===== config.mk =====
export PLATFORM = sky130hd
export DESIGN_NAME = serial_adder
export DESIGN_NICKNAME = d
export VERILOG_FILES = /design/src/rtl/serial_adder.sv
export SDC_FILE = /design/constraint.sdc
export NUM_CORES = 1
export LEC_CHECK = 0
export CAP_MARGIN = 20
export CORE_MARGIN = 2
export CORE_UTILIZATION = 49
export DETAILED_ROUTE_END_ITERATION = 16
export PLACE_DENSITY = 0.75
export RECOVER_POWER = 50
export SETUP_SLACK_MARGIN = 0.15
export SLEW_MARGIN = 40
export SYNTH_ARGS = -nofsm -noshare
export SYNTH_HDL_FRONTEND = slang
export SYNTH_SLANG_ARGS = --single-unit

===== constraint.sdc =====
create_clock -name clk -period 2 [get_ports clk]
set_clock_uncertainty 0.1 [all_clocks]
set_input_delay 0.6 -clock clk [delete_from_list [all_inputs] [get_ports clk]]
set_output_delay 0.6 -clock clk [all_outputs]
set_load 0.005 [all_outputs]

===== src/rtl/serial_adder.sv =====
// serial_adder: bit-serial WIDTH-bit adder behind valid/ready handshakes,
// reusing one full_adder slice LSB-first with the carry held in a flop.
module full_adder (
    input  logic a,
    input  logic b,
    input  logic cin,
    output logic r,
    output logic cout
);
    assign r    = a ^ b ^ cin;
    assign cout = (a & b) | (cin & (a ^ b));
endmodule

module serial_adder #(
    parameter int WIDTH = 8
) (
    input  logic             clk,
    input  logic             rst_n,
    input  logic             in_valid,
    output logic             in_ready,
    input  logic [WIDTH-1:0] a,
    input  logic [WIDTH-1:0] b,
    input  logic             cin,
    output logic             out_valid,
    input  logic             out_ready,
    output logic [WIDTH-1:0] sum,
    output logic             cout
);
    localparam int CW = $clog2(WIDTH + 1);

    typedef enum logic [1:0] {IDLE, RUN, DONE} state_t;

    state_t           state_q, state_d;
    logic [WIDTH-1:0] a_q, a_d, b_q, b_d, sum_q, sum_d;
    logic             carry_q, carry_d;
    logic [CW-1:0]    cnt_q, cnt_d;
    logic             fa_r, fa_cout;

    full_adder u_fa (
        .a    (a_q[0]),
        .b    (b_q[0]),
        .cin  (carry_q),
        .r    (fa_r),
        .cout (fa_cout)
    );

    always_ff @(posedge clk or negedge rst_n) begin
        if (!rst_n) begin
            state_q <= IDLE;
            a_q     <= '0;
            b_q     <= '0;
            sum_q   <= '0;
            carry_q <= 1'b0;
            cnt_q   <= '0;
        end else begin
            state_q <= state_d;
            a_q     <= a_d;
            b_q     <= b_d;
            sum_q   <= sum_d;
            carry_q <= carry_d;
            cnt_q   <= cnt_d;
        end
    end

    always_comb begin
        state_d = state_q;
        a_d     = a_q;
        b_d     = b_q;
        sum_d   = sum_q;
        carry_d = carry_q;
        cnt_d   = cnt_q;
        if (state_q == IDLE && in_valid) begin
            a_d     = a;
            b_d     = b;
            carry_d = cin;
            cnt_d   = '0;
            state_d = RUN;
        end else if (state_q == RUN) begin
            // shift-in form keeps WIDTH=1 legal (no empty part-select)
            sum_d   = (sum_q >> 1) | (WIDTH'(fa_r) << (WIDTH - 1));
            a_d     = a_q >> 1;
            b_d     = b_q >> 1;
            carry_d = fa_cout;
            cnt_d   = cnt_q + 1'b1;
            state_d = (cnt_q == CW'(WIDTH - 1)) ? DONE : RUN;
        end else if (state_q == DONE && out_ready) begin
            state_d = IDLE;
        end
    end

    assign in_ready  = (state_q == IDLE);
    assign out_valid = (state_q == DONE);
    assign sum       = sum_q;
    assign cout      = carry_q;
endmodule


# Word-level counts from Yosys, hierarchy flattened
# Index checks and enable logic that the tools add are counted.
# op_classes
n_eq_ne,3
n_mux,12
n_bitwise,7
reduce_logical,6
n_addsub,1
# ops
cell,n
$mux 8,4
$mux 2,4
$mux 4,2
$or 7x8->8,1
$add 4x1->4 const B,1
$eq 4x3->1 const B,1
$reduce_bool 3->1,1
$and 1x1->1,2
$eq 2x1->1 const B,1
$eq 2x2->1 const B,1
$logic_and 1x1->1,2
$logic_not 2->1,1
$mux 1,2
$reduce_and 2->1,1
$reduce_bool 2->1,1
$xor 1x1->1,2
$not 1->1,1
$or 1x1->1,1
# totals
ff_bits,31
elab_cells,35
out_inout_bits,11
in_bits,21

# Logic depth before layout (Yosys ltp)
# Gate-level depths: netlist (run 1).
# depth
ltp_word,5
mapped_depth,6
ltp_nobuf,4

# Cells and area by module
# A second synthesis (run 1) with hierarchy kept.
# unflattened
hier_cells,141
hier_area_um2,1387.6
# modules_own_cells
module,n_inst,area_each_um2,cells_each
serial_adder,1,1367.6,140
full_adder,1,20.0,1

# Worst setup path after synthesis (run 1)
# No wires, ideal clock.
# synth_timing
path_kind,input -> register
startpoint,in in_valid
endpoint,reg a_q[1]
arrival_time_ns,1.318
setup_ns,0.126
required_ns,1.774
stages,5
slack_ns,0.456
n_path_buf,2
cell_sequence,or3b_1 -> buf_6 -> buf_8 -> nor2_1 -> a31oi_1
# synth_between
elab_chain_cells,2
# synth_rtl
element,line_no,source
start: declaration,19,"input logic in_valid,"
$logic_and 1x1->1 *,72,if (state_q == IDLE && in_valid) begin
$mux 8 / $reduce_bool 2->1 (equally long branches),-,
end signal: assignment,50,a_q <= '0;
end signal: assignment,57,a_q <= a_d;
end: declaration,34,"logic [WIDTH-1:0] a_q, a_d, b_q, b_d, sum_q, sum_d;"
# Every way passes the cells marked *; elsewhere a longest branch is shown, timed or not.
# A chain may end at the register's enable or synchronous reset.

# Final worst setup path (run 1)
# layout_timing
startpoint,reg state_q[1]
endpoint,out in_ready
# layout_between
elab_chain_cells,1
# layout_rtl
element,line_no,source
start: declaration,33,"state_t state_q, state_d;"
start signal: assignment,56,state_q <= state_d;
$logic_not 2->1,91,assign in_ready = (state_q == IDLE);
end: declaration,20,"output logic in_ready,"
# Every way passes these cells.

==> run metrics, run 1 <==
status=completed; #FFs+latches synth=31; slew at the pin with the worst max-slew slack=approximately 0.77 ns; IO Count=32; crit share post-route=89.7%; vias in the first global route=between 1000 and 1500; Total Power=about 2.2 mW; Area Overhead vs Synth=35.0%; first-pass GRT wire length=between 5000 and 6000 µm; share of layout cells above drive strength 1=roughly 17%; Final Net Count=226; Worst EP required=1.30 ns; leading area contributor after synthesis=dfrtp_1; die width=~57 µm; final std cells w/o fill=roughly 230; Congestion Overflow GR=0; initial antenna violation count=0; RSZ-0062 raised after global routing=true; ant diodes=0; Slew headroom=48.7%; Peak supply drop=~0.76 mV; Reg clk slew, reported paths=~0.09 ns; Synthesis Warnings=0; core area=roughly 2700 µm²; Final Setup Violations=0; Cell variety after synth=24; Pre-antenna DRT Iters=4; CTS tree=yes; post-detailed-route wirelength per cell=around 13 µm; number of DRC markers in iteration 0=23; WHS=~0.38 ns; later-pin clock latency in the skew report=0.33 ns; minimum clock period=approximately 1.8 ns; placed inst area=between 1500 and 2000 µm²; post-layout worst setup margin=between 0.2 and 0.25 ns; Crit Path Class=reg2out; DR vias/cell=5.20; CP arrival=approximately 1.1 ns; synth top area cells=dfrtp_1 56%, nand2_1 17%, a31oi_1 4.9%, nor2_1 3.5%, a22oi_1 2.2%; Buffers on Ports=31; Seq/Total Area, Yosys=55.8%; Leakage=0.964 nW; Sum Neg Setup Slack=0 ns; post-synth design cell area=1390 µm²; Num CTS Buffers=5; clk buf depth=2; Setup WS pre-CTS=-0.0575 ns; CP Launch Type=register; fin util=slightly below 70%; row cnt=19; Die H=57.3 µm; dpl cells=~210; RD Place Congestion=0.774; Max Freq=557 MHz; Die ar.=between 3000 and 4000 µm²; hold_buf cts=0; Global Route Usage Sum=just over 20%; Antenna Nets Post-Route=0; Synth top area share=roughly 56%; CTS H-Tree Depth=2; Mapped Cells=roughly 150; WL final=roughly 3000 µm; max cap viols=0; Clock Sinks=31; Post-Syn Nets=between 150 and 200; Fin. Hold Viols=0; Worst Hold Class=reg2reg; hpwl dp=between 1500 and 2000 µm; pwr/cell area=~1200 nW/µm²; mean area per synthesized cell=approximately 9 µm²; Vias=around 1200; Slew Viols, Final=0; largest net degree at the start of global routing=32; critical path capture point type=primary output; Design Area, Final=~1900 µm²; Root Buffer=clkbuf_4; Starting Density=about half; critical path peak fanout=2; drt drc=0
final timing paths:
path | startpoint | end | slack [ns] | depth (start not counted)
worst max-delay path | state_q[1] | in_ready | 0.21 | 3
min in group asynchronous | rst_n | sum[2] | 0.76 | 2
worst max register to register | state_q[1] | b_q[4] | 0.24 | 6
max in group asynchronous | rst_n | state_q[1] | 0.51 | 2
worst min register to register | sum[0] | sum[0] | 0.38 | 2
worst min-delay path | sum[0] | sum[0] | 0.38 | 2
layer usage:
metal	global-route usage (%)	routed length, µm	vias up
met5	0	0	-
met4	6.64	43	0
met3	7.03	165	6
met2	34.5	1510	30
met1	24.5	1250	583
li1	-	-	597
synth_stat cells, drive strengths merged:
library cell and count:
a22oi 4, nor2b 1, or3b 1, ha 1, nand2 62, nand4 1, a21oi 3, o21bai 1
inv 1, fa 1, clkbuf 1, nor2 13, o21ai 4, dfrtp 31, and3b 1, mux2i 1
nand3 3, o21ba 1, nor3b 1, a31oi 11, or2b 1, buf 8
power breakdown:
part | leakage, nW | switching (mW) | internal [mW]
sequential | 0.401 | 0.145 | 0.867
clock | 0.0341 | 0.212 | 0.163
combinational | 0.529 | 0.409 | 0.442
total | 0.964 | 0.766 | 1.47
what timing repair did:
action                                  in CTS  in global routing
endpoints found under the setup margin      11                  3
setup buffers                               11                  2
gates resized for setup                     13                  7
worst max-delay path, stage by stage (launching register included):
cell      delay (ns)
dfrtp_2         0.42
buf_4           0.14
nor2_1          0.09
clkbuf_2        0.12
sequential cells by signal, summed over array words and instances, names as in the netlist:
signal	flops
a_q	8
b_q	8
sum	8
cnt_q	4
state_q	2
cout	1
layout by cell type (no fill, tap or decap), types with 3 or more instances in the layout:
cell and count:
nand2_1 62, dfrtp_1 29, clkdlybuf4s50_1 19, buf_4 17
nor2_1 13, a31oi_1 11, dlygate4sd2_1 9, clkbuf_4 5
a22oi_1 4, o21ai_0 4, nand3_1 3, a21oi_1 3
clkbuf_2 3
area by class of cell:
cell class                 instances  area [µm²]
fill                             227         856
sequential                        31         778
multi-input combinational        111         538
timing repair buffer              53         460
clock buffer                       6        51.3
tap                               31        38.8
inverter                           1        6.26
clock inverter                     1        5.00
kinds of logic (layout without fill, tap and decap cells):
logic type,Yosys count,after routing,synth area share [%]
buf+inv,10,61,5.75
simple gates,84,84,24.6
compound gates,24,24,10.9
flops,31,31,55.8
mux,1,1,0.719
fa+ha+maj,2,2,2.34
No activity file was read; power rests on OpenSTA's default activity.
==> inputs of run 2 (changes only) <==
--- a/config.mk
+++ b/config.mk
@@ -6,10 +6,12 @@
 export NUM_CORES = 1
 export LEC_CHECK = 0
 export CAP_MARGIN = 20
+export CELL_PAD_IN_SITES_DETAIL_PLACEMENT = 1
+export CELL_PAD_IN_SITES_GLOBAL_PLACEMENT = 2
 export CORE_MARGIN = 2
-export CORE_UTILIZATION = 49
+export CORE_UTILIZATION = 29
 export DETAILED_ROUTE_END_ITERATION = 16
-export PLACE_DENSITY = 0.75
+export PLACE_DENSITY = 0.74
 export RECOVER_POWER = 50
 export SETUP_SLACK_MARGIN = 0.15
 export SLEW_MARGIN = 40
==> run 2 against run 1 <==
Compared with the run above: non-clock buffer count down 1; utilization fell by 27 points; critical path type unchanged; die area up 64%; first-iteration DRC count grew 8.7%; hold slack got worse by 0.014 ns; sequential power about the same; register-to-register slack barely moved; combinational power is 6.1% higher; cell area is 3.3% higher; via count fell by 0.25%; routed wire length increased by 11%.
==> run metrics, run 2 (synthesis results as in run 1) <==
Die H=73.3 µm (was 57.3 µm); WL final=3290 µm (was 2970 µm); CTS H-Tree Depth=2 (unchanged); Global Route Usage Sum=13.9% (was 20.4%); drt drc=0 (unchanged); core area=4660 µm² (was 2730 µm²); Slew Viols, Final=0 (unchanged); largest net degree at the start of global routing=32 (unchanged); row cnt=25 (was 19); Starting Density=29.9% (was 50.9%); critical path capture point type=primary output (unchanged); critical-path cell list=buf_4 > nor2_1 > clkdlybuf4s15_1 (was buf_4 > nor2_1 > clkbuf_2); Area Overhead vs Synth=39.4% (was 35.0%); Design Area, Final=1940 µm² (was 1880 µm²); Antenna Nets Post-Route=0 (unchanged); Die ar.=5370 µm² (was 3280 µm²); DR vias/cell=4.76 (was 5.20); IO Count=32 (unchanged); Pre-antenna DRT Iters=4 (unchanged); # fillers=540 (was 227); Critical-path top delay cell=dfrtp_2 (unchanged); Vias=1213 (was 1216); dpl cells=237 (was 214); fin util=41.6% (was 68.7%); Congestion Overflow GR=0 (unchanged); Fin. Hold Viols=0 (unchanged); Sw Share=32.5% (was 34.2%); share of layout cells above drive strength 1=14.9% (was 16.7%); Logic pwr share=38.4% (was 38.0%); RD Place Congestion=0.742 (was 0.774); Reg power frac=43.0% (was 45.2%); Num CTS Buffers=5 (unchanged); hpwl dp=2230 µm (was 1990 µm); commonest non-fill, non-tap cell in the layout=nand2_1 (unchanged); initial antenna violation count=0 (unchanged); CP arrival=1.12 ns (was 1.09 ns); crit share post-route=91.0% (was 89.7%); Slew headroom=46.6% (was 48.7%); Crit Path Class=reg2out (unchanged); final std cells w/o fill=255 (was 234); max cap viols=0 (unchanged); Max Freq=550 MHz (was 557 MHz); Buffers on Ports=31 (unchanged); Int Pwr=1.59 mW (was 1.47 mW); post-detailed-route wirelength per cell=12.9 µm (was 12.7 µm); Leakage=0.969 nW (was 0.964 nW); Peak supply drop=0.349 mV (was 0.764 mV); Slowest Stage Delay on Critical Path=0.41 ns (was 0.42 ns); pwr/cell area=1210 nW/µm² (was 1190 nW/µm²); worst reg2reg path depth=5 (was 6); hold path depth=1 (was 2); vias in the first global route=1172 (was 1157); Worst EP required=1.30 ns (about the same); hold_buf cts=0 (unchanged); CP Launch Type=register (unchanged); ant diodes=0 (unchanged); Clock Sinks=31 (unchanged); placed inst area=1780 µm² (was 1750 µm²); clock network fraction of total power=18.6% (was 16.7%); first-pass GRT wire length=5620 µm (was 5050 µm); Final Net Count=225 (was 226); status=completed (unchanged); later-pin clock latency in the skew report=0.27 ns (was 0.33 ns); minimum clock period=1.82 ns (was 1.79 ns); Worst Hold Class=reg2reg (unchanged); RSZ-0062 raised after global routing=true (unchanged); Final Setup Violations=0 (unchanged); die width=73.3 µm (was 57.3 µm); WHS=0.367 ns (was 0.381 ns); most frequent cells in the layout=62 x nand2_1, 30 x dfrtp_1, 21 x clkdlybuf4s50_1 (was 62 x nand2_1, 29 x dfrtp_1, 19 x clkdlybuf4s50_1); P_sw=0.764 mW (was 0.766 mW); Total Power=2.35 mW (was 2.24 mW); clk buf depth=2 (unchanged); slew at the pin with the worst max-slew slack=0.801 ns (was 0.770 ns); Root Buffer=clkbuf_8 (was clkbuf_4); number of DRC markers in iteration 0=25 (was 23); CTS tree=yes (unchanged); critical path peak fanout=8 (was 2); Reg clk slew, reported paths=0.06 ns (was 0.09 ns)
==> run 2: power groups by stage <==
stage / logic (mW) / registers [mW] / clock network [mW]
2_1_floorplan: 0.425 / 1.02 / 0
3_3_place_gp: 0.745 / 1.04 / 0
3_5_place_dp: 0.776 / 1.05 / 0
4_1_cts: 0.872 / 1.02 / 0.463
5_1_grt: 1.03 / 1.04 / 0.496
6_report: 0.903 / 1.01 / 0.438
==> run 2: per-stage QoR <==
step,worst slack [ns],setup TNS [ns]
finish,0.181,0
global route,0.110,0
CTS,0.108,0
detailed placement,-0.0590,-0.313
global placement,-0.0317,-0.116
floorplan,0.456,0
==> run 2: path summary, 6_finish.rpt <==
kind / startpoint / to / slack, ns
setup / recovery: state_q[0] / out_valid / 0.18
hold / removal: cnt_q[3] / cnt_q[3] / 0.37
max in group asynchronous: rst_n / state_q[0] / 0.40
setup reg to reg: state_q[0] / b_q[4] / 0.25
min in group asynchronous: rst_n / sum[0] / 0.85
hold reg to reg: cnt_q[3] / cnt_q[3] / 0.37
==> run 2: worst max-delay path, delay by kind of cell, from the launching register on <==
family / cells / cell delay, ns
DFF: 1 / 0.41
buffers and inverters: 2 / 0.37
and+or+nand+nor: 1 / 0.08
==> run 2: timing repair <==
action / 4_1_cts / 5_1_grt
gates resized for setup: 4 / 8
pin swaps: 0 / 0
setup buffers: 7 / 5
hold endpoints to repair: 0 / 0
setup endpoints to repair: 8 / 13
==> run 2: metal layers <==
layer	wire, µm	global-route usage, %
met4	8	3.70
met3	138	4.53
met5	0	0
met2	1590	22.9
met1	1560	17.5
==> run 2: final cells by class <==
| cell class | count | area, µm² | area share (%) |
|---|---|---|---|
| inverter | 1 | 3.75 | 0.194 |
| tap | 54 | 67.6 | 3.48 |
| timing repair buffer | 52 | 480 | 24.8 |
| sequential | 31 | 777 | 40.1 |
| multi-input combinational | 111 | 538 | 27.7 |
| clock buffer | 6 | 72.6 | 3.74 |
